**config.mk**
```make
export PLATFORM = sky130hd
export DESIGN_NAME = mac_operand_loader_flat
export DESIGN_NICKNAME = d
export VERILOG_FILES = /design/src/rtl/mac_operand_loader_if.sv /design/src/rtl/mac_operand_loader.sv /design/src/flat_wrapper.sv
export SDC_FILE = /design/constraint.sdc
export NUM_CORES = 1
export LEC_CHECK = 0
export ABC_AREA = 1
export BUFFER_PORTS_ARGS = -buffer_cell sky130_fd_sc_hd__buf_2
export CORE_ASPECT_RATIO = 1.2
export CORE_UTILIZATION = 40
export DETAILED_ROUTE_END_ITERATION = 10
export HOLD_SLACK_MARGIN = 0.08
export PLACE_DENSITY_LB_ADDON = 0.08
export SETUP_SLACK_MARGIN = 0.3
export SLEW_MARGIN = 30
export SYNTH_ARGS = -nofsm -noshare
export SYNTH_HDL_FRONTEND = slang
export SYNTH_SLANG_ARGS = --single-unit
```
**constraint.sdc**
```tcl
create_clock -name wb_clk_i -period 4.4 [get_ports wb_clk_i]
set_clock_uncertainty 0.05 [all_clocks]
set_input_delay 0.22 -clock wb_clk_i [delete_from_list [all_inputs] [get_ports wb_clk_i]]
set_output_delay 0.22 -clock wb_clk_i [all_outputs]
set_load 0.01 [all_outputs]
```
**src/rtl/mac_operand_loader_if.sv**
```systemverilog
// Bus bundle for mac_operand_loader: Wishbone slave side, operand stream to the MAC, and the IRQ line.
interface mac_operand_loader_if #(
  parameter int DATA_W = 16
);
  logic              wbs_cyc_i;
  logic              wbs_stb_i;
  logic              wbs_we_i;
  logic [3:0]        wbs_sel_i;
  logic [31:0]       wbs_adr_i;
  logic [31:0]       wbs_dat_i;
  logic              wbs_ack_o;
  logic [31:0]       wbs_dat_o;
  // Stream handshake: a pair transfers on every rising edge where op_valid_o && op_ready_i; while
  // op_valid_o is high and op_ready_i low, op_a_o/op_b_o/op_last_o hold their values.
  logic              op_valid_o;
  logic              op_ready_i;
  logic [DATA_W-1:0] op_a_o;
  logic [DATA_W-1:0] op_b_o;
  logic              op_last_o;
  logic              irq_o;

  modport slave (
    input  wbs_cyc_i, wbs_stb_i, wbs_we_i, wbs_sel_i, wbs_adr_i, wbs_dat_i, op_ready_i,
    output wbs_ack_o, wbs_dat_o, op_valid_o, op_a_o, op_b_o, op_last_o, irq_o
  );

  modport master (
    output wbs_cyc_i, wbs_stb_i, wbs_we_i, wbs_sel_i, wbs_adr_i, wbs_dat_i, op_ready_i,
    input  wbs_ack_o, wbs_dat_o, op_valid_o, op_a_o, op_b_o, op_last_o, irq_o
  );
endinterface

```
**src/rtl/mac_operand_loader.sv**
```systemverilog
// Wishbone slave that buffers firmware-written operand pairs in a FWFT FIFO and streams them to the MAC.
module mac_operand_loader #(
  parameter logic [31:0] ADDR_BASE = 32'h3000_0000,
  parameter int          DATA_W    = 16,
  parameter int          DEPTH     = 8
) (
  input logic                 wb_clk_i,
  input logic                 wb_rst_ni,
  mac_operand_loader_if.slave bus
);
  localparam int AW = $clog2(DEPTH);
  localparam int CW = AW + 1;
  localparam int EW = 2 * DATA_W + 1;

  logic [EW-1:0] mem [DEPTH];
  logic [AW-1:0] wr_ptr, rd_ptr;
  logic [CW-1:0] count;
  logic          overflow, enable, ack;
  logic [31:0]   rdata, rd_mux;

  logic [1:0] reg_sel;
  logic       hit, wr, push_req, flush, empty, full, pop, do_push, do_pop, ovf_set, ovf_clr;
  logic       unused_bits;

  assign reg_sel  = bus.wbs_adr_i[3:2];
  assign hit      = bus.wbs_cyc_i & bus.wbs_stb_i & ~ack &
                    (bus.wbs_adr_i[31:4] == ADDR_BASE[31:4]);
  assign wr       = hit & bus.wbs_we_i;
  assign push_req = wr & ~reg_sel[1];
  assign flush    = wr & (reg_sel == 2'd3) & bus.wbs_dat_i[1];
  assign empty    = (count == '0);
  // Full uses the registered count, so a pop on the same edge never frees a slot for a push.
  assign full     = (count == CW'(DEPTH));
  assign pop      = bus.op_valid_o & bus.op_ready_i;
  assign do_push  = push_req & ~full & ~flush;
  assign do_pop   = pop & ~flush;
  assign ovf_set  = push_req & full & ~flush;
  assign ovf_clr  = wr & (reg_sel == 2'd2) & bus.wbs_dat_i[18];

  assign unused_bits = ^{bus.wbs_sel_i, bus.wbs_adr_i[1:0], bus.wbs_dat_i};

  always_comb begin
    rd_mux = '0;
    case (reg_sel)
      2'd2: begin
        rd_mux[CW-1:0] = count;
        rd_mux[16]     = empty;
        rd_mux[17]     = full;
        rd_mux[18]     = overflow;
        rd_mux[19]     = enable;
      end
      2'd3:    rd_mux[0] = enable;
      default: rd_mux = '0;
    endcase
  end

  always_ff @(posedge wb_clk_i or negedge wb_rst_ni) begin
    if (!wb_rst_ni) begin
      ack      <= 1'b0;
      rdata    <= '0;
      wr_ptr   <= '0;
      rd_ptr   <= '0;
      count    <= '0;
      overflow <= 1'b0;
      enable   <= 1'b0;
    end else begin
      ack   <= hit;
      rdata <= (hit & ~bus.wbs_we_i) ? rd_mux : 32'd0;
      if (wr && reg_sel == 2'd3) enable <= bus.wbs_dat_i[0];
      if (ovf_set)      overflow <= 1'b1;
      else if (ovf_clr) overflow <= 1'b0;
      if (flush) begin
        wr_ptr <= '0;
        rd_ptr <= '0;
        count  <= '0;
      end else begin
        if (do_push) wr_ptr <= wr_ptr + AW'(1);
        if (do_pop)  rd_ptr <= rd_ptr + AW'(1);
        case ({do_push, do_pop})
          2'b10:   count <= count + CW'(1);
          2'b01:   count <= count - CW'(1);
          default: count <= count;
        endcase
      end
    end
  end

  // Storage carries no reset: contents are meaningless while count is zero.
  always_ff @(posedge wb_clk_i) begin
    if (do_push)
      mem[wr_ptr] <= {reg_sel[0], bus.wbs_dat_i[DATA_W-1:0], bus.wbs_dat_i[16 +: DATA_W]};
  end

  assign bus.wbs_ack_o  = ack;
  assign bus.wbs_dat_o  = rdata;
  assign bus.op_valid_o = ~empty & enable;
  assign bus.op_last_o  = mem[rd_ptr][EW-1];
  assign bus.op_a_o     = mem[rd_ptr][2*DATA_W-1:DATA_W];
  assign bus.op_b_o     = mem[rd_ptr][DATA_W-1:0];
  assign bus.irq_o      = overflow;
endmodule

```
**src/flat_wrapper.sv**
```systemverilog
// flat-port wrapper written by rule: the top's interface ports become plain ports
module mac_operand_loader_flat 
#(
  parameter logic [31:0] ADDR_BASE = 32'h3000_0000,
  parameter int          DATA_W    = 16,
  parameter int          DEPTH     = 8
)
  (wb_clk_i, wb_rst_ni, bus_wbs_cyc_i, bus_wbs_stb_i, bus_wbs_we_i, bus_wbs_sel_i, bus_wbs_adr_i, bus_wbs_dat_i, bus_op_ready_i, bus_wbs_ack_o, bus_wbs_dat_o, bus_op_valid_o, bus_op_a_o, bus_op_b_o, bus_op_last_o, bus_irq_o);
  mac_operand_loader_if #(.DATA_W(DATA_W)) bus_i ();
  input logic wb_clk_i;
  input logic wb_rst_ni;
  input wire logic [$bits(bus_i.wbs_cyc_i)-1:0] bus_wbs_cyc_i;
  input wire logic [$bits(bus_i.wbs_stb_i)-1:0] bus_wbs_stb_i;
  input wire logic [$bits(bus_i.wbs_we_i)-1:0] bus_wbs_we_i;
  input wire logic [$bits(bus_i.wbs_sel_i)-1:0] bus_wbs_sel_i;
  input wire logic [$bits(bus_i.wbs_adr_i)-1:0] bus_wbs_adr_i;
  input wire logic [$bits(bus_i.wbs_dat_i)-1:0] bus_wbs_dat_i;
  input wire logic [$bits(bus_i.op_ready_i)-1:0] bus_op_ready_i;
  output wire logic [$bits(bus_i.wbs_ack_o)-1:0] bus_wbs_ack_o;
  output wire logic [$bits(bus_i.wbs_dat_o)-1:0] bus_wbs_dat_o;
  output wire logic [$bits(bus_i.op_valid_o)-1:0] bus_op_valid_o;
  output wire logic [$bits(bus_i.op_a_o)-1:0] bus_op_a_o;
  output wire logic [$bits(bus_i.op_b_o)-1:0] bus_op_b_o;
  output wire logic [$bits(bus_i.op_last_o)-1:0] bus_op_last_o;
  output wire logic [$bits(bus_i.irq_o)-1:0] bus_irq_o;
  assign bus_i.wbs_cyc_i = bus_wbs_cyc_i;
  assign bus_i.wbs_stb_i = bus_wbs_stb_i;
  assign bus_i.wbs_we_i = bus_wbs_we_i;
  assign bus_i.wbs_sel_i = bus_wbs_sel_i;
  assign bus_i.wbs_adr_i = bus_wbs_adr_i;
  assign bus_i.wbs_dat_i = bus_wbs_dat_i;
  assign bus_i.op_ready_i = bus_op_ready_i;
  assign bus_wbs_ack_o = bus_i.wbs_ack_o;
  assign bus_wbs_dat_o = bus_i.wbs_dat_o;
  assign bus_op_valid_o = bus_i.op_valid_o;
  assign bus_op_a_o = bus_i.op_a_o;
  assign bus_op_b_o = bus_i.op_b_o;
  assign bus_op_last_o = bus_i.op_last_o;
  assign bus_irq_o = bus_i.irq_o;
  mac_operand_loader #(.ADDR_BASE(ADDR_BASE), .DATA_W(DATA_W), .DEPTH(DEPTH)) u_core (.wb_clk_i(wb_clk_i), .wb_rst_ni(wb_rst_ni), .bus(bus_i));
endmodule
```
# Word level (Yosys, flattened, before mapping)
# Memories as Yosys holds them, arrays and structs flattened.
# Index checks and enable logic that the tools add are counted.
# totals
regBits,45
ramBits,264
in_bits,74
output_inout_bits,68
word_cells,61
memories,1
# classes
addsub,4
eq_ne,6
n_mux,14
bitwise,23
n_reduce_logical,6
# mem_list
name,words,width,rd,rd_ports_with_merged_regs,write_ports,line_no,text
u_core.mem,8,33,1,0,1,mac_operand_loader.sv:15,logic [EW-1:0] mem [DEPTH];
# ops
operator,n
"== test 28 x 26 -> 1 bit, second input constant",1
2-to-1 mux 20 bit,1
AND 1 bit,17
2-to-1 mux 3 bit,5
2-to-1 mux 4 bit,2
one-hot mux 4 bit (2 select lines),1
"adder 3 x 1 -> 3 bit, second input constant",2
"== test 2 bit, second input constant",3
NOT 1 bit,6
nonzero test 2 bit,3
"adder 4 x 1 -> 4 bit, second input constant",1
"== test 4 bit, second input constant",1
logical NOT 4 bit,1
2-to-1 mux 1 bit,4
"subtractor 4 x 1 -> 4 bit, second input constant",1
nonzero test 3 bit,1
"== test 2 x 1 -> 1 bit, second input constant",1
one-hot mux 1 bit (2 select lines),1
logical AND 1 bit,1

# Logic depth before layout (Yosys ltp)
# Gate-level depths: netlist of the first run.
# logic_depth
depth_word,11
ltp_mapped,19
ltp_nobuf,18

# Worst setup path before layout of the first run
# No wires, ideal clock.
# synth_timing
path_kind,reg-to-reg
start,"register u_core.ack, in the netlist u_core.bus.wbs_ack_o"
end,"memory u_core.mem[5][0] (netlist bit), enable pin"
setup_ns,0.465
arrival_time_ns,3.371
required_time_ns,3.885
slack_ns,0.514
stages_incl_launch_ff,8
n_path_buf,0
period_less_slack_ns,3.886
path_cell_list,dfrtp_1 -> inv_1 -> nand4_1 -> nor2_1 -> nand2_1 -> nor2_2 -> nand4_1 -> nor3_1
# synth_via
elab_chain_cells,10
elab_cells_between_ends,12
classes_between,mux (2); bitwise (10)
# synth_rtl
item,line_no,text
start: declaration,mac_operand_loader.sv:18,"logic overflow, enable, ack;"
start signal: assignment,mac_operand_loader.sv:67,ack <= hit;
NOT 1 bit *,mac_operand_loader.sv:26,assign hit = bus.wbs_cyc_i & bus.wbs_stb_i & ~ack &
AND 1 bit * (2 in series),mac_operand_loader.sv:26,
via u_core.hit,mac_operand_loader.sv:22,"logic hit, wr, push_req, flush, empty, full, pop, do_push, do_pop, ovf_set, ovf_clr;"
AND 1 bit *,mac_operand_loader.sv:28,assign wr = hit & bus.wbs_we_i;
AND 1 bit (2 in series),mac_operand_loader.sv:30,assign flush = wr & (reg_sel == 2'd3) & bus.wbs_dat_i[1];
NOT 1 bit,mac_operand_loader.sv:35,assign do_push = push_req & ~full & ~flush;
AND 1 bit *,mac_operand_loader.sv:35,
2-to-1 mux 1 bit *,mac_operand_loader.sv:90,if (do_push)
2-to-1 mux 1 bit (not written as such) *,mac_operand_loader.sv:91,"mem[wr_ptr] <= {reg_sel[0], bus.wbs_dat_i[DATA_W-1:0], bus.wbs_dat_i[16 +: DATA_W]};"
end: declaration,mac_operand_loader.sv:15,
# Mark *: on every way through the listed nets, which the timed path passes. The rest lies on a longest branch.

# Worst setup path in the final report of the first run
# layout_timing
start,input bus_wbs_adr_i[30]
end,register u_core.count[1]
# layout_via
elab_chain_cells,10
elab_cells_between_ends,15
classes_between,eq/ne (3); mux (2); bitwise (9); reduce/logical (1)
# layout_rtl
item,line_no,text
start: declaration,flat_wrapper.sv:16,input wire logic [$bits(bus_i.wbs_adr_i)-1:0] bus_wbs_adr_i;
== test 28 x 26 -> 1 bit *,mac_operand_loader.sv:27,(bus.wbs_adr_i[31:4] == ADDR_BASE[31:4]);
AND 1 bit *,mac_operand_loader.sv:26,
via u_core.hit,mac_operand_loader.sv:22,
AND 1 bit *,mac_operand_loader.sv:28,
AND 1 bit (2 in series),mac_operand_loader.sv:30,
NOT 1 bit,"mac_operand_loader.sv:35, mac_operand_loader.sv:36",
AND 1 bit (on tied branches),"mac_operand_loader.sv:36, mac_operand_loader.sv:35",
== test 2 x 1 -> 1 bit or == test 2 bit (tied branches),mac_operand_loader.sv:79,"case ({do_push, do_pop})"
one-hot mux 4 bit (2 select lines),mac_operand_loader.sv:79,
2-to-1 mux 4 bit,mac_operand_loader.sv:72,if (flush) begin
end signal: assignment,mac_operand_loader.sv:80,2'b10: count <= count + CW'(1);
end signal: assignment,mac_operand_loader.sv:81,2'b01: count <= count - CW'(1);
end signal: assignment,mac_operand_loader.sv:82,default: count <= count;
end: declaration,mac_operand_loader.sv:17,logic [CW-1:0] count;
# Marks and branches as above.
# A chain may end at the register's enable or synchronous reset.

==> out/summary.log, run 1 <==
qor: run_status.outcome finished clean
qor: critical_path.cp_data_required_time 4.77 ns
qor: logic_synthesis.post_synth.cell_area_avg 11.8 um2
qor: critical_path.crit_path_max_fanout 6
qor: clock_network.cts_tree yes
qor: logic_synthesis.post-synth-top-area-cell edfxtp_1
qor: logic_synthesis.syn_area 11,800 um2
qor: critical_path.reg2reg_slack 1.42 ns
qor: power.power_density 382 nW/um2
qor: critical_path.critical_path.reg2reg.endpoint u_core.count[1]$_DFFE_PN0P_
qor: logic_synthesis.combinational_family_with_the_most_area_after_synthesis simple AND/OR/NAND/NOR gates
qor: drt.detail_route.drc_violations 0
qor: drt.wire_per_inst 16.8 um
qor: sta.tightestPinTransition 0.948 ns
qor: logic_synthesis.synth.top_cell.area_share 0.671
qor: logic_synthesis.synth_sequential_area_ratio 0.715
qor: sta.max_freq 266 MHz
qor: critical_path.critical_path_arrival 4.14 ns
qor: global_route.grt_max_degree 69
qor: global_route.grt_pass1_vias 7,566
qor: clock_network.htree_num_levels 1
qor: global_route.grt_first_pass_wirelength 41,500 um
qor: drt.detail_route.vias_per_cell 4.91
qor: logic_synthesis.post_synth_fa_ha_maj_area_fraction 0.00529
qor: die.die-area 30,200 um2
qor: drt.first_iter_violations 415
qor: place.place_ws 1.39 ns
qor: power.final_power 5.38 mW
qor: cells_and_area.layout.nets 1,237
qor: place.port-buffer-count 111
qor: logic_synthesis.synth_cells 1,003
qor: clock_network.cts-hold-fix-buffers 43
qor: clock_network.cts_num_sinks 285
qor: logic_synthesis.dominant_cell_by_count_in_the_synthesized_netlist nor2_1
qor: drt.route.antenna.remaining_nets 0
qor: logic_synthesis.synthXorXnorAreaFrac 0.00519
qor: critical_path.crit_path_end u_core.count[1]$_DFFE_PN0P_
qor: logic_synthesis.ys_top_cells_by_area edfxtp_1, nor2_1, o21ai_0
qor: global_route.initial_antenna_violation_count 0
qor: die.floorplan.initialDensity 0.408
qor: critical_path.rr_worst_depth 16
qor: drt.post_route_wl 26,300 um
qor: sta.timing.slew.headroom 0.367
qor: cells_and_area.antenna-diode-count 0
qor: critical_path.critPathCaptureType flip-flop
qor: cells_and_area.area_growth_syn_to_layout 19.3%
qor: clock_network.clockBufferDepth 3
qor: critical_path.criticalPathCategory primary input to flip-flop
qor: die.core_area 28,900 um2
qor: logic_synthesis.number_of_enable_flip_flop_cells_after_synthesis 264
qor: cells_and_area.n_fill_cell 2,657
qor: drt.detailroute.via_count 7,684
qor: logic_synthesis.ys_ff_latch 285
qor: logic_synthesis.post_synth_most_frequent_cells nor2_1, edfxtp_1, o21ai_0, inv_1, nand2_1
qor: die.fp-row-count 68
qor: die.io_pins 142
qor: clock_network.cts_post_setup_buffers_inserted 0
qor: sta.fin_setup_tns 0 ns
qor: place.place.gp.congestion 0.734
qor: die.dieWidth 159 um
qor: clock_network.cts_inserted_buffers 29
qor: logic_synthesis.multiplexer_fraction_of_the_synthesized_cell_area 0.000953
qor: critical_path.timing.rr.start u_core.bus.wbs_ack_o$_DFF_PN0_
qor: sta.setup_viol 0
qor: clock_network.clk_transition_reported_paths 0.06 ns
qor: logic_synthesis.main_flop_type_after_synthesis edfxtp_1
qor: critical_path.worst_setup_path_startpoint bus_wbs_adr_i[30]
qor: cells_and_area.drive_gt1_frac 0.160
qor: logic_synthesis.simple_gate_area_share_of_the_yosys_netlist 0.128
qor: power.worst_ir_drop_vdd 191 uV
qor: sta.rsz0062_at_grt false
qor: sta.drv_slew 0
qor: global_route.grt_util_all_layers 0.176
qor: die.die_h 190 um
qor: logic_synthesis.yosys.cell_types.count 29
qor: logic_synthesis.synth_compound_gate_area_share 0.0934
qor: clock_network.worstSkewPairLatency 0.53 ns
qor: clock_network.cts_root_buffer clkbuf_16
qor: sta.final_min_period_over_clock_period 0.856
qor: place.dp.final_hpwl 14,700 um
qor: sta.post-route-worst-setup-slack 0.635 ns
qor: power.leakage 5.23 nW
qor: sta.final-hold-violation-count 0
qor: worst_hold_path.worst_hold_path_type primary input to flip-flop
qor: critical_path.worstSetupStartpointType primary input
qor: logic_synthesis.ys.warnings.count 0
qor: global_route.gr-total-overflow 0
qor: clock_network.post_cts_gate_resize_count 0
qor: flow_run.max_cap_violations 0
qor: sta.final_period_minus_worst_setup_slack 3.77 ns
qor: logic_synthesis.asyncSetResetFlopFracSynth 0.0737
qor: drt.detail_route.first_pass.iterations 4
==> state kept, by name, summed over array words and instances, names as in the netlist <==
signal	count
u_core.bus.wbs_dat_o	8
u_core.bus.wbs_ack_o	1
u_core.wr_ptr	3
u_core.bus.irq_o	1
u_core.rd_ptr	3
u_core.enable	1
u_core.count	4
u_core.mem	264
==> where the power goes <==
group | internal (mW) | leakage, nW | switching (mW)
sequential | 2.96 | 2.65 | 0.00342
combinational | 0.0552 | 2.15 | 0.0789
clock | 1.34 | 0.427 | 0.948
==> per-stage QoR <==
step | hold WS (ns) | cell area, um2 | cells | util
2_1_floorplan | -0.126 | 11900 | 1026 | -
3_3_place_gp | 0.186 | 12800 | 1468 | 0.441
3_5_place_dp | 0.193 | 12800 | 1469 | 0.442
4_1_cts | 0.126 | 14100 | 1564 | 0.487
5_1_grt | 0.169 | 14100 | 1564 | 0.487
6_report | 0.143 | 14100 | 1564 | 0.487
==> per-layer routing <==
layer  track usage  up-vias  part of all wire
li1              -     3806                 -
met1         0.230     3666              0.44
met2         0.316      188              0.50
met3        0.0228       24             0.048
met4        0.0351        0            0.0098
met5             0        -                 0
==> worst min path at each step <==
stage / from / end / depth (start not counted)
2_1_floorplan: wb_rst_ni / u_core.bus.irq_o$_DFFE_PN0P_ / 0
3_3_place_gp: wb_rst_ni / u_core.wr_ptr[2]$_DFFE_PN0P_ / 1
3_5_place_dp: wb_rst_ni / u_core.wr_ptr[2]$_DFFE_PN0P_ / 1
4_1_cts: bus_wbs_adr_i[31] / u_core.wr_ptr[2]$_DFFE_PN0P_ / 8
5_1_grt: bus_wbs_adr_i[31] / u_core.wr_ptr[2]$_DFFE_PN0P_ / 8
6_report: bus_wbs_adr_i[31] / u_core.wr_ptr[2]$_DFFE_PN0P_ / 8
==> critical path, stage by stage <==
cell           delay (ns)
dlygate4sd3_1        0.52
buf_2                0.14
nor3_1               0.17
dlygate4sd3_1        0.56
nand3_1              0.10
dlygate4sd3_1        0.59
nor2_2               0.14
nand4_1              0.37
ha_1                 0.44
nand2_1              0.09
inv_1                0.05
nor2_1               0.12
ha_1                 0.25
mux2_2               0.25
nand2_1              0.06
inv_1                0.05
==> cells in the final DEF (no fill, tap or decap), types with 8 or more instances in the layout <==
cell	instances
a31oi_1	33
buf_2	111
buf_4	19
clkbuf_1	10
clkbuf_16	29
conb_1	24
dfrtp_1	19
dlygate4sd3_1	43
edfxtp_1	264
inv_1	48
nand2_1	45
nand3_1	25
nand4_1	9
nor2_1	272
nor3_1	8
o21ai_0	137
o22ai_1	33
==> logic make-up (layout without fill, tap and decap cells) <==
| kind of cell | after synthesis | in the layout |
|---|---|---|
| compound gates | 204 | 204 |
| mux | 1 | 1 |
| other cells | 1 | 24 |
| buf+inv | 126 | 279 |
| flops | 285 | 285 |
| fa+ha+maj | 5 | 5 |
| simple gates | 374 | 374 |
| xor+xnor | 7 | 7 |
==> cell type report <==
| cell class | instances | area [um2] | share of cell area |
|---|---|---|---|
| Timing Repair Buffer | 176 | 1190 | 0.0844 |
| Tap cell | 385 | 482 | 0.0342 |
| Sequential cell | 285 | 8460 | 0.600 |
| Clock inverter | 12 | 101 | 0.00719 |
| Multi-Input combinational cell | 615 | 2890 | 0.205 |
| Inverter | 51 | 193 | 0.0137 |
| Clock buffer | 40 | 777 | 0.0551 |
Note: power is estimated with default switching activity, not from simulation.
==> inputs of run 2 (changes only) <==
==> constraint.sdc (replaced) <==
create_clock -name wb_clk_i -period 4.75 [get_ports wb_clk_i]
set_clock_uncertainty 0.05 [all_clocks]
set_input_delay 0.2375 -clock wb_clk_i [delete_from_list [all_inputs] [get_ports wb_clk_i]]
set_output_delay 0.2375 -clock wb_clk_i [all_outputs]
set_load 0.005 [all_outputs]
==> run 2 against run 1 <==
Against the previous run: sequential power fell by 7.4%; core utilization decreased by 0.095 points; final area is 0.20% lower; largest cell class unchanged; worst setup slack improved by 0.54 ns; non-clock buffer count decreased by 4; first-iteration DRC count fell by 16%; critical endpoint is now bus_op_b_o[1]; largest power group unchanged; critical path type is now flip-flop to output port.
==> out/summary.log, run 2 (synthesized netlist as in run 1, its figures left out) <==
qor: drt.detail_route.vias_per_cell 4.96 [+1.1%]
qor: sta.tightestPinTransition 0.952 ns [+0.00400 ns]
qor: clock_network.htree_num_levels 1 [unchanged]
qor: sta.final-hold-violation-count 0 [unchanged]
qor: cells_and_area.antenna-diode-count 0 [unchanged]
qor: cells_and_area.final_cell_mix nor2_1, edfxtp_1, o21ai_0
qor: critical_path.criticalPathCategory flip-flop to output port
qor: clock_network.cts_inserted_buffers 28 [-3.4%]
qor: sta.final_period_minus_worst_setup_slack 3.58 ns
qor: worst_hold_path.min_delay_worst_endpoint u_core.wr_ptr[2]$_DFFE_PN0P_
qor: clock_network.cts_post_setup_buffers_inserted 0 [unchanged]
qor: critical_path.rr_worst_depth 16 [unchanged]
qor: place.place_area 12,800 um2 [-0.12%]
qor: sta.fin_setup_tns 0 ns [unchanged]
qor: sta.max_freq 280 MHz
qor: die.core_area 28,900 um2 [unchanged]
qor: place.dp.final_hpwl 14,700 um [-0.11%]
qor: sta.final_min_period_over_clock_period 0.753
qor: place.port-buffer-count 111 [unchanged]
qor: global_route.gr-total-overflow 0 [unchanged]
qor: cells_and_area.most_frequent_standard_cell_in_the_layout_excluding_fill_and_tap_cells nor2_1
qor: clock_network.cts_root_buffer clkbuf_16
qor: drt.post_route_wl 26,600 um [+1.2%]
qor: drt.detail_route.first_pass.iterations 4 [unchanged]
qor: critical_path.timing.rr.start u_core.bus.wbs_ack_o$_DFF_PN0_
qor: cells_and_area.area_growth_syn_to_layout 19.0%
qor: die.fp-row-count 68 [unchanged]
qor: die.die-area 30,200 um2 [unchanged]
qor: critical_path.reg2reg_slack 1.78 ns [+0.36 ns]
qor: die.dieWidth 159 um [unchanged]
qor: global_route.initial_antenna_violation_count 0 [unchanged]
qor: die.floorplan.initialDensity 0.408 [unchanged]
qor: global_route.grt_util_all_layers 0.177 [+0.000768]
qor: cells_and_area.layout.nets 1,232 [-0.40%]
qor: cells_and_area.drive_gt1_frac 0.159 [-0.000885]
qor: power.final_power 4.93 mW [-8.4%]
qor: drt.route.antenna.remaining_nets 0 [unchanged]
qor: sta.rsz0062_at_grt false
qor: die.die_h 190 um [unchanged]
qor: worst_hold_path.worst_hold_stages 8 [unchanged]
qor: critical_path.cp_data_required_time 4.46 ns [-0.31 ns]
qor: run_status.outcome finished clean
qor: cells_and_area.postLayoutCellArea 14,100 um2 [-0.20%]
qor: die.io_pins 142 [unchanged]
qor: worst_hold_path.worst_hold_path_type primary input to flip-flop
qor: power.worst_ir_drop_vdd 202 uV [+5.5%]
qor: worst_hold_path.holdCritStartpoint bus_wbs_adr_i[31]
qor: clock_network.cts-hold-fix-buffers 42 [-2.3%]
qor: critical_path.worstSetupStartpointType flip-flop
qor: sta.timing.slew.headroom 0.362 [-0.00521]
qor: drt.wire_per_inst 17.1 um [+1.6%]
qor: sta.drv_slew 0 [unchanged]
qor: critical_path.critical_path.reg2reg.endpoint u_core.count[1]$_DFFE_PN0P_
qor: critical_path.critical_path_arrival 3.29 ns [-0.85 ns]
qor: cells_and_area.n_fill_cell 2,703 [+1.7%]
qor: clock_network.cts_num_sinks 285 [unchanged]
qor: place.place.gp.congestion 0.740 [+0.80%]
qor: cells_and_area.largest_register_ffs 264 [unchanged]
qor: cells_and_area.regMostFlops u_core.mem
qor: global_route.grt_first_pass_wirelength 41,500 um [+0.13%]
qor: power.power_density 351 nW/um2 [-8.2%]
qor: flow_run.max_cap_violations 0 [unchanged]
qor: clock_network.cts_tree yes
qor: critical_path.critPathCaptureType output port
qor: critical_path.crit_path_max_fanout 78 [+72]
qor: clock_network.clk_transition_reported_paths 0.06 ns [about the same]
qor: clock_network.post_cts_gate_resize_count 0 [unchanged]
qor: drt.detail_route.drc_violations 0 [unchanged]
qor: clock_network.worstSkewPairLatency 0.54 ns [about the same]
qor: power.leakage 5.21 nW [-0.41%]
qor: clock_network.clockBufferDepth 3 [unchanged]
qor: drt.detailroute.via_count 7,735 [+0.66%]
qor: global_route.grt_pass1_vias 7,529 [-0.49%]
qor: drt.first_iter_violations 349 [-16%]
qor: global_route.grt_max_degree 98 [+42%]
qor: sta.setup_viol 0 [unchanged]
==> run 2: cell count changes in the layout (fill, tap and decap cells not counted) <==
cell           previous run  this run
buf_12                    3         4
dlygate4sd3_1            43        42
inv_4                     0         1
buf_4                    19        14
inv_2                     2         0
clkinv_1                  7         6
bufinv_16                 2         1
clkinv_2                  4         7
clkbuf_1                 10         8
buf_16                    0         1
==> run 2: worst max path at each step <==
| stage | slack [ns] | to | start | cells after the start |
|---|---|---|---|---|
| final | 1.17 | bus_op_b_o[1] | u_core.rd_ptr[0]$_DFFE_PN0P_ | 7 |
| after global routing | 0.95 | bus_op_a_o[14] | u_core.rd_ptr[0]$_DFFE_PN0P_ | 7 |
| after CTS | 1.12 | bus_op_b_o[1] | u_core.rd_ptr[0]$_DFFE_PN0P_ | 7 |
| after detailed placement | 1.70 | bus_op_b_o[1] | u_core.rd_ptr[0]$_DFFE_PN0P_ | 7 |
| after global placement | 1.71 | bus_op_b_o[1] | u_core.rd_ptr[0]$_DFFE_PN0P_ | 7 |
| after floorplan | 0.89 | u_core.mem[5][0]$_DFFE_PP_ | u_core.bus.wbs_ack_o$_DFF_PN0_ | 7 |
==> run 2: final cells by class <==
class                           instances  area (um2)  share of cell area
Clock buffer                           38         769              0.0547
Clock inverter                         12        77.6             0.00552
Inverter                               51         196              0.0140
Multi-Input combinational cell        615        2890               0.206
Sequential cell                       285        8460               0.601
Tap cell                              385         482              0.0343
Timing Repair Buffer                  172        1190              0.0845
==> run 2: critical path: stages (launching register included) <==
cell	delay [ns]
dfrtp_4	0.41
buf_4	0.53
buf_4	0.77
o21ai_0	0.20
o22ai_1	0.24
nor2_1	0.06
a31oi_1	0.30
buf_2	0.18
==> run 2: metrics by stage <==
stage | hold slack [ns] | instances | setup WS [ns] | util
3_3_place_gp | 0.208 | 1465 | 1.71 | 0.441
4_1_cts | 0.138 | 1557 | 1.12 | 0.485
2_1_floorplan | -0.108 | 1026 | 0.894 | -
6_report | 0.154 | 1558 | 1.17 | 0.486
5_1_grt | 0.195 | 1558 | 0.953 | 0.486
3_5_place_dp | 0.209 | 1465 | 1.70 | 0.441
==> run 2: routing by layer <==
| metal | vias up | share of wire | GRT usage |
|---|---|---|---|
| li1 | 3793 | - | - |
| met1 | 3756 | 0.44 | 0.227 |
| met2 | 155 | 0.50 | 0.317 |
| met3 | 31 | 0.038 | 0.0250 |
| met4 | 0 | 0.015 | 0.0425 |
| met5 | - | 0 | 0 |
==> run 2: power breakdown <==
part	total (mW)	internal, mW	switching, mW
logic	0.120	0.0507	0.0691
clock network	2.07	1.18	0.890
registers	2.74	2.74	0.00313
total	4.93	3.97	0.963
